`config.mk`:
```
export PLATFORM = sky130hd
export DESIGN_NAME = truth_table_sweeper
export DESIGN_NICKNAME = d
export VERILOG_FILES = /design/src/rtl/truth_table_sweeper.sv
export SDC_FILE = /design/constraint.sdc
export NUM_CORES = 1
export LEC_CHECK = 0
export ABC_CLOCK_PERIOD_IN_PS = 3150
export CORE_MARGIN = 1
export CORE_UTILIZATION = 47
export DETAILED_ROUTE_END_ITERATION = 8
export HOLD_SLACK_MARGIN = 0.1
export PLACE_DENSITY = 0.77
export SYNTH_ARGS = -nofsm -noshare
export SYNTH_HDL_FRONTEND = slang
export SYNTH_SLANG_ARGS = --single-unit
```
`constraint.sdc`:
```
create_clock -name clk -period 3.15 [get_ports clk]
set_clock_uncertainty 0.15 [all_clocks]
set_input_delay 0.63 -clock clk [delete_from_list [all_inputs] [get_ports clk]]
set_output_delay 0.63 -clock clk [all_outputs]
set_load 0.02 [all_outputs]
```
`src/rtl/truth_table_sweeper.sv`:
```
// truth_table_sweeper
//   Drives all 16 combinations of a 4-input function block in ascending order.
//   Each vector is held for HOLD_CYCLES cycles. The block output f is sampled at
//   the end of each hold window, and the resulting truth table is checked
//   against an expected table that was latched at start.
//
// Ports
//   clk, rst         rising-edge clock, synchronous active-high reset
//   start            begin a sweep (accepted only in IDLE or DONE)
//   expected[15:0]   expected f per index, latched on an accepted start
//   f                output of the downstream function block
//   a, b, c, d       registered drive to the block (idx[3], idx[2], idx[1], idx[0])
//   busy             sweep in progress
//   done             sweep complete, held until the next accepted start or rst
//   pass             valid while done; 1 when no mismatches were seen
//   captured[15:0]   sampled f values, bit i = f at index i
//   mismatch_count   number of mismatching indices (0..16)
//   fail_valid       at least one mismatch this sweep
//   first_fail_idx   lowest mismatching index, meaningful when fail_valid = 1
module truth_table_sweeper #(
  parameter int unsigned HOLD_CYCLES = 5
) (
  input  logic        clk,
  input  logic        rst,
  input  logic        start,
  input  logic [15:0] expected,
  input  logic        f,
  output logic        a,
  output logic        b,
  output logic        c,
  output logic        d,
  output logic        busy,
  output logic        done,
  output logic        pass,
  output logic [15:0] captured,
  output logic [4:0]  mismatch_count,
  output logic        fail_valid,
  output logic [3:0]  first_fail_idx
);

  typedef enum logic [1:0] {
    IDLE  = 2'd0,
    DRIVE = 2'd1,
    DONE  = 2'd2
  } state_e;

  localparam logic [7:0] HOLD_LAST = 8'(HOLD_CYCLES - 1);

  state_e      state_q, state_d;
  logic [3:0]  idx_q, idx_d;
  logic [7:0]  hold_q, hold_d;
  logic [15:0] exp_q, exp_d;
  logic [15:0] cap_q, cap_d;
  logic [4:0]  mm_q, mm_d;
  logic        fv_q, fv_d;
  logic [3:0]  ffi_q, ffi_d;
  logic        busy_q, busy_d;
  logic        done_q, done_d;
  logic        pass_q, pass_d;

  logic        miss;
  logic [4:0]  mm_inc;

  // f is combinational from the registered idx, so it already reflects
  // the current vector when it is sampled.
  assign miss   = f ^ exp_q[idx_q];
  assign mm_inc = mm_q + {4'd0, miss};

  always_comb begin
    state_d = state_q;
    idx_d   = idx_q;
    hold_d  = hold_q;
    exp_d   = exp_q;
    cap_d   = cap_q;
    mm_d    = mm_q;
    fv_d    = fv_q;
    ffi_d   = ffi_q;
    busy_d  = busy_q;
    done_d  = done_q;
    pass_d  = pass_q;

    case (state_q)
      IDLE, DONE: begin
        if (start) begin
          state_d = DRIVE;
          idx_d   = '0;
          hold_d  = '0;
          exp_d   = expected;
          cap_d   = '0;
          mm_d    = '0;
          fv_d    = 1'b0;
          ffi_d   = '0;
          busy_d  = 1'b1;
          done_d  = 1'b0;
          pass_d  = 1'b0;
        end
      end
      DRIVE: begin
        if (hold_q != HOLD_LAST) begin
          hold_d = hold_q + 8'd1;
        end else begin
          cap_d[idx_q] = f;
          mm_d         = mm_inc;
          if (miss && !fv_q) begin
            fv_d  = 1'b1;
            ffi_d = idx_q;
          end
          if (idx_q == 4'd15) begin
            // idx stays at 15 so a..d remain 1111 while DONE.
            state_d = DONE;
            busy_d  = 1'b0;
            done_d  = 1'b1;
            pass_d  = (mm_inc == 5'd0);
          end else begin
            idx_d  = idx_q + 4'd1;
            hold_d = '0;
          end
        end
      end
      default: state_d = IDLE;
    endcase
  end

  always_ff @(posedge clk) begin
    if (rst) begin
      state_q <= IDLE;
      idx_q   <= '0;
      hold_q  <= '0;
      exp_q   <= '0;
      cap_q   <= '0;
      mm_q    <= '0;
      fv_q    <= 1'b0;
      ffi_q   <= '0;
      busy_q  <= 1'b0;
      done_q  <= 1'b0;
      pass_q  <= 1'b0;
    end else begin
      state_q <= state_d;
      idx_q   <= idx_d;
      hold_q  <= hold_d;
      exp_q   <= exp_d;
      cap_q   <= cap_d;
      mm_q    <= mm_d;
      fv_q    <= fv_d;
      ffi_q   <= ffi_d;
      busy_q  <= busy_d;
      done_q  <= done_d;
      pass_q  <= pass_d;
    end
  end

  assign a              = idx_q[3];
  assign b              = idx_q[2];
  assign c              = idx_q[1];
  assign d              = idx_q[0];
  assign busy           = busy_q;
  assign done           = done_q;
  assign pass           = pass_q;
  assign captured       = cap_q;
  assign mismatch_count = mm_q;
  assign fail_valid     = fv_q;
  assign first_fail_idx = ffi_q;

endmodule

```
* After elaboration in Yosys (flattened, before gate mapping)
Index checks and enable logic that the tools add are counted.
** Storage, ports and cells
- Register bits after elaboration :: 59
- Input port bits :: 20
- Output and inout port bits :: 33
- Word-level logic and storage cells :: 81
** Cells by class
- $add $sub $neg :: 3
- Order comparisons :: 2
- Eq/ne operators :: 10
- Multiplexer cells :: 40
- Bitwise operators :: 1
- Reductions and logical operators :: 14
** Operators by type and width (count)
- $mux W16 :: 2
- $pmux W16 S2 :: 1
- $mux W8 :: 3
- $mux W4 :: 5
- $bwmux W16 :: 1
- $pmux W4 S2 :: 2
- $pmux W8 S2 :: 1
- $mux W1 :: 12
- $reduce_and A4 Y1 :: 3
- $mux W5 :: 2
- $ne A2 B2 Y1 const B :: 5
- $pmux W5 S2 :: 1
- $reduce_and A3 Y1 :: 3
- $add A8 B1 Y8 const B :: 1
- $ne A8 B3 Y1 const B :: 1
- $pmux W1 S2 :: 4
- $mux W2 :: 3
- $add A5 B1 Y5 :: 1
- $logic_not A5 Y1 :: 1
- $lt A4 B5 Y1 const B :: 1
- $add A4 B1 Y4 const B :: 1
- $bmux W1 S4 :: 1
- $demux W1 S4 :: 1
- $eq A4 B4 Y1 const B :: 1
- 12 further kinds :: 13

* Logic depth before layout (Yosys ltp)
- Word-level depth :: 8
- Mapped depth :: 11

* Worst setup path after synthesis
No wires, ideal clock.
- Path kind :: register to register
- Start point :: register idx_q[1]
- End point :: register pass_q (netlist: pass)
- Arrival time :: 3.076 ns
- Setup slack :: -0.146 ns
- Stages on the path, launching flop included :: 11
- Buffers on the path :: 1
- Period minus slack after synthesis :: 3.296 ns
- Path through :: dfxtp_1 buf_6 mux4_2 mux4_2 xor2_1 ha_1 ha_1 and3_1 a32oi_1 or4_1 a21oi_1
** Between the ends
- Word-level cells in the longest chain between the ends :: 8
** Ends and longest elaborated chain
- start: declaration :: line 50 : logic [3:0] idx_q, idx_d;
- start signal: assignment :: line 139 : idx_q <= idx_d;
- $bmux W1 S4 :: line 66 : assign miss = f ^ exp_q[idx_q];
- $mux W1 (not written as such) :: line 66
- $xor A1 B1 Y1 :: line 66
- $add A5 B1 Y5 :: line 67 : assign mm_inc = mm_q + {4'd0, miss};
- $logic_not A5 Y1 :: line 113 : pass_d = (mm_inc == 5'd0);
- $mux W1 :: line 108 : if (idx_q == 4'd15) begin
- $mux W1 :: line 99 : if (hold_q != HOLD_LAST) begin
- $pmux W1 S2 :: line 82 : case (state_q)
- end signal: assignment :: line 148 : pass_q <= pass_d;
- end: declaration :: line 59 : logic pass_q, pass_d;
Several ways; a longest one is shown, not always the timed one. The select of a mux whose other input is x is not followed.
A chain may end at the register's enable or synchronous reset.

* Worst setup path in the final report
Ends and elaborated chain as after synthesis.

==> metrics.md <==
| Metric | Value |
|---|---|
| Outcome | finished, final reports clean |
| First-pass DRT Iterations | 4 |
| Max FO, Critical Path | 5 |
| Total gr overflow | 0 |
| Comb pwr share | between 10% and 20% |
| Min Tclk post-route | 3.11 ns |
| PortBufs | between 50 and 60 |
| Syn Area/Cell | 8.24 sq um |
| Post-Place Cells | between 400 and 500 |
| Final period util | a little over nine tenths |
| Die Width | ~80 um |
| RR Endpoint | pass |
| Largest net degree at the start of global routing | 53 |
| Post-synthesis sequential area ratio | 41.8% |
| Asr flop ratio synth | 0% |
| Max-Slew Margin vs Limit | 56.1% |
| Worst path bufs/invs | 0 |
| Most used DFF post-synth | dfxtp_1 |
| Peak supply drop | roughly 0.38 mV |
| I/O pins | 53 |
| Worst R2R Start | idx_q[1] |
| Clock latency on the worst-skew pair | 0.34 ns |
| Placed Area | about 0.0034 sq mm |
| Clk sinks | 59 |
| Clock power frac | ~39% |
| GP Congestion | 0.822 |
| Sequential share of power | 49.6% |
| Fraction of layout cells with a size suffix above 1 | 10.9% |
| Cell Pwr Density | ~430 mW/mm^2 |
| Final hold violation count | 0 |
| N_diodes | 0 |
| Fillers | ~490 |
| Core area | between 0.005 and 0.006 sq mm |
| Distinct cells, synth | 44 |
| Final instance count without filler cells | 467 |
| Layout net count | approximately 420 |
| Post-Synthesis Cell Area | roughly 0.0028 sq mm |
| Drt initial violations | 147 |
| Multi-input logic area | 0.00154 sq mm |
| Worst endpoint required time | 3.27 ns |
| Final Util | between 60% and 70% |
| Global-route wire length before repair | ~11 mm |
| Yosys top cell by area | dfxtp_1 |
| Sequential Area | ~0.0012 sq mm |
| Initial Util | approximately half |
| H-Tree Depth | 3 |
| Switch Pwr | ~400 uW |
| Vias per cell | 5.58 |
| Die height | around 80 um |
| CP top delay family | multiplexers |
| Max Clock Freq | approximately 0.32 GHz |
| Post-synth top area share | 41.8% |
| Finish-stage setup viols | 0 |
| Worst Tran Pin Value | ~0.65 ns |
| FF-to-FF setup slack | between 0.03 and 0.04 ns |
| Critical path class | flop to flop |
| Final Max Slew Viols | 0 |
| GRT Util Overall | 23.2% |
| Sw Ratio | 25.3% |
| Beginning of the worst hold path | exp_q[6] |
| CP peak stage delay | about 0.54 ns |
| DR vias | around 2600 |
| Crit. Startpoint | idx_q[1] |
| Mapped Cells | between 300 and 400 |
| Hold-fix buffers, CTS | 0 |
| Cells on worst reg2reg path | 10 |
| Final WL | 6.73 mm |
| RSZ-0062 raised after global routing | yes |
| Int Pwr | between 1000 and 1500 uW |
| Routed Antenna Nets | 0 |
| Crit start category | flop |
| Row count | 27 |
| Hold Path Class | flop to flop |
| Die Area | between 0.006 and 0.007 sq mm |
| Hold Path Depth | 2 |
| Worst Hold Slack | approximately 0.30 ns |
| Worst-path clk slew | 0.07 ns |
| Clk buf depth | 2 |
| Register bit total from synthesis | between 50 and 60 |
| MaxCap Viol Count | 0 |
| Critical Path Sink Type | flop |
| CTS tree | built |
| Cts bufs inserted | 9 |
| Clock Root Buffer | clkbuf_8 |
| Dpl hpwl | between 4 and 5 mm |
| Most common cell after layout, fill and taps aside | a21oi_1 |
| Arrival time of the worst setup path | around 3.2 ns |
| Largest cells by area after synthesis | dfxtp_1 42%, a21oi_1 12%, nand2_1 5.7% |
| Vias in the first global route | around 2500 |
| Syn nets | between 300 and 400 |
| Worst path slowest cell | mux4_2 |
| Warnings from Yosys | 0 |
| Post-synth EDFFs | 0 |
| CP Cell Sequence | mux4_2 -> mux4_2 -> xor2_4 -> ha_4 -> ha_4 -> or2_1 -> o21ai_1 -> a32oi_1 -> or4_1 -> a21oi_1 |
| Area Growth Syn to Fin | 28.5% |
| Final instance area | about 0.0036 sq mm |
| Drt drc | 0 |
| Leak | 0.00127 uW |
| Most frequent cells in the layout | 65 x a21oi_1, 58 x dfxtp_1, 51 x clkdlybuf4s50_1 |
| Hold Path End | exp_q[6] |
| DR WL/cell | roughly 14 um |
| Initial antenna violation count | 0 |
area by class of cell:
class,instances,area share (%)
clock buffer,14,4.48
clock inverter,2,0.275
inverter,8,0.826
multi-input combinational,247,42.5
sequential,59,32.6
tap,72,2.48
timing repair buffer,65,16.9
routing by layer:
metal | wire length [um] | track usage [%]
met4 | 81 | 7.82
met2 | 3240 | 38.6
met5 | 0 | 0
met3 | 267 | 6.17
met1 | 3130 | 28.8
registers in the layout (all words and copies together), names as in the netlist:
name / cells
idx_q: 4
captured: 16
fail_valid: 1
done: 1
state_q: 2
hold_q: 8
mismatch_count: 5
pass: 1
first_fail_idx: 4
busy: 1
exp_q: 16
worst max path at each step:
| stage | end | slack [ns] | cells past startpoint |
|---|---|---|---|
| 2_1_floorplan | pass | 0.02 | 11 |
| 3_3_place_gp | pass | 0.06 | 9 |
| 3_5_place_dp | pass | -0.01 | 9 |
| 4_1_cts | pass | 0.004 | 10 |
| 5_1_grt | pass | -0.11 | 10 |
| 6_report | pass | 0.04 | 10 |
what timing repair did:
item                       4_1_cts  5_1_grt
setup endpoints to repair        1        1
setup buffers                    1        0
gates resized for setup          1        4
gates cloned                     0        0
worst min-delay path, cell delays in order, from the launching register on:
cell     delay, ns
dfxtp_1       0.31
nand2_1       0.05
a21oi_1       0.05
synth_stat cells, types with 2 or more instances:
cell type	count
xor2_1	4
nand3b_1	7
and3_1	5
nor2b_1	5
nand2b_1	3
nand3_1	8
nand4_1	17
dfxtp_1	59
a32oi_1	2
buf_1	2
and2_1	2
xnor2_1	4
o21ai_1	21
inv_1	7
nor3_1	4
clkbuf_1	21
ha_1	8
or3_1	2
mux2i_1	2
mux4_2	5
nor2_1	16
or3b_2	2
o21ai_0	4
o221ai_1	2
clkbuf_2	4
a31oi_1	2
or4b_1	2
nand2_1	43
a21oi_1	65
power groups by stage:
stage          clock [uW]  sequential, uW  combinational [uW]
2_1_floorplan           0             790                 109
4_1_cts               619             772                 175
6_report              608             773                 178
3_3_place_gp            0             788                 168
3_5_place_dp            0             789                 170
5_1_grt               653             774                 198
kinds of logic (layout without fill, tap and decap cells):
family | Yosys count | after routing | synth area share [%]
buffers and inverters | 37 | 89 | 5.40
and+or+nand+nor | 122 | 122 | 22.3
muxes | 7 | 7 | 4.69
AOI/OAI and AO/OA | 102 | 102 | 19.8
xor gates and xnor gates | 8 | 8 | 2.48
adders and majority gates | 8 | 8 | 3.54
DFF | 59 | 59 | 41.8
through the flow:
stage / power (uW) / setup TNS, ns / worst slack [ns]
CTS: 1570 / 0 / 0.00403
floorplan: 899 / 0 / 0.0242
detailed placement: 959 / -0.0102 / -0.0102
global route: 1630 / -0.114 / -0.114
global placement: 955 / 0 / 0.0583
finish: 1560 / 0 / 0.0389
Power figures use the tool's default switching activity.
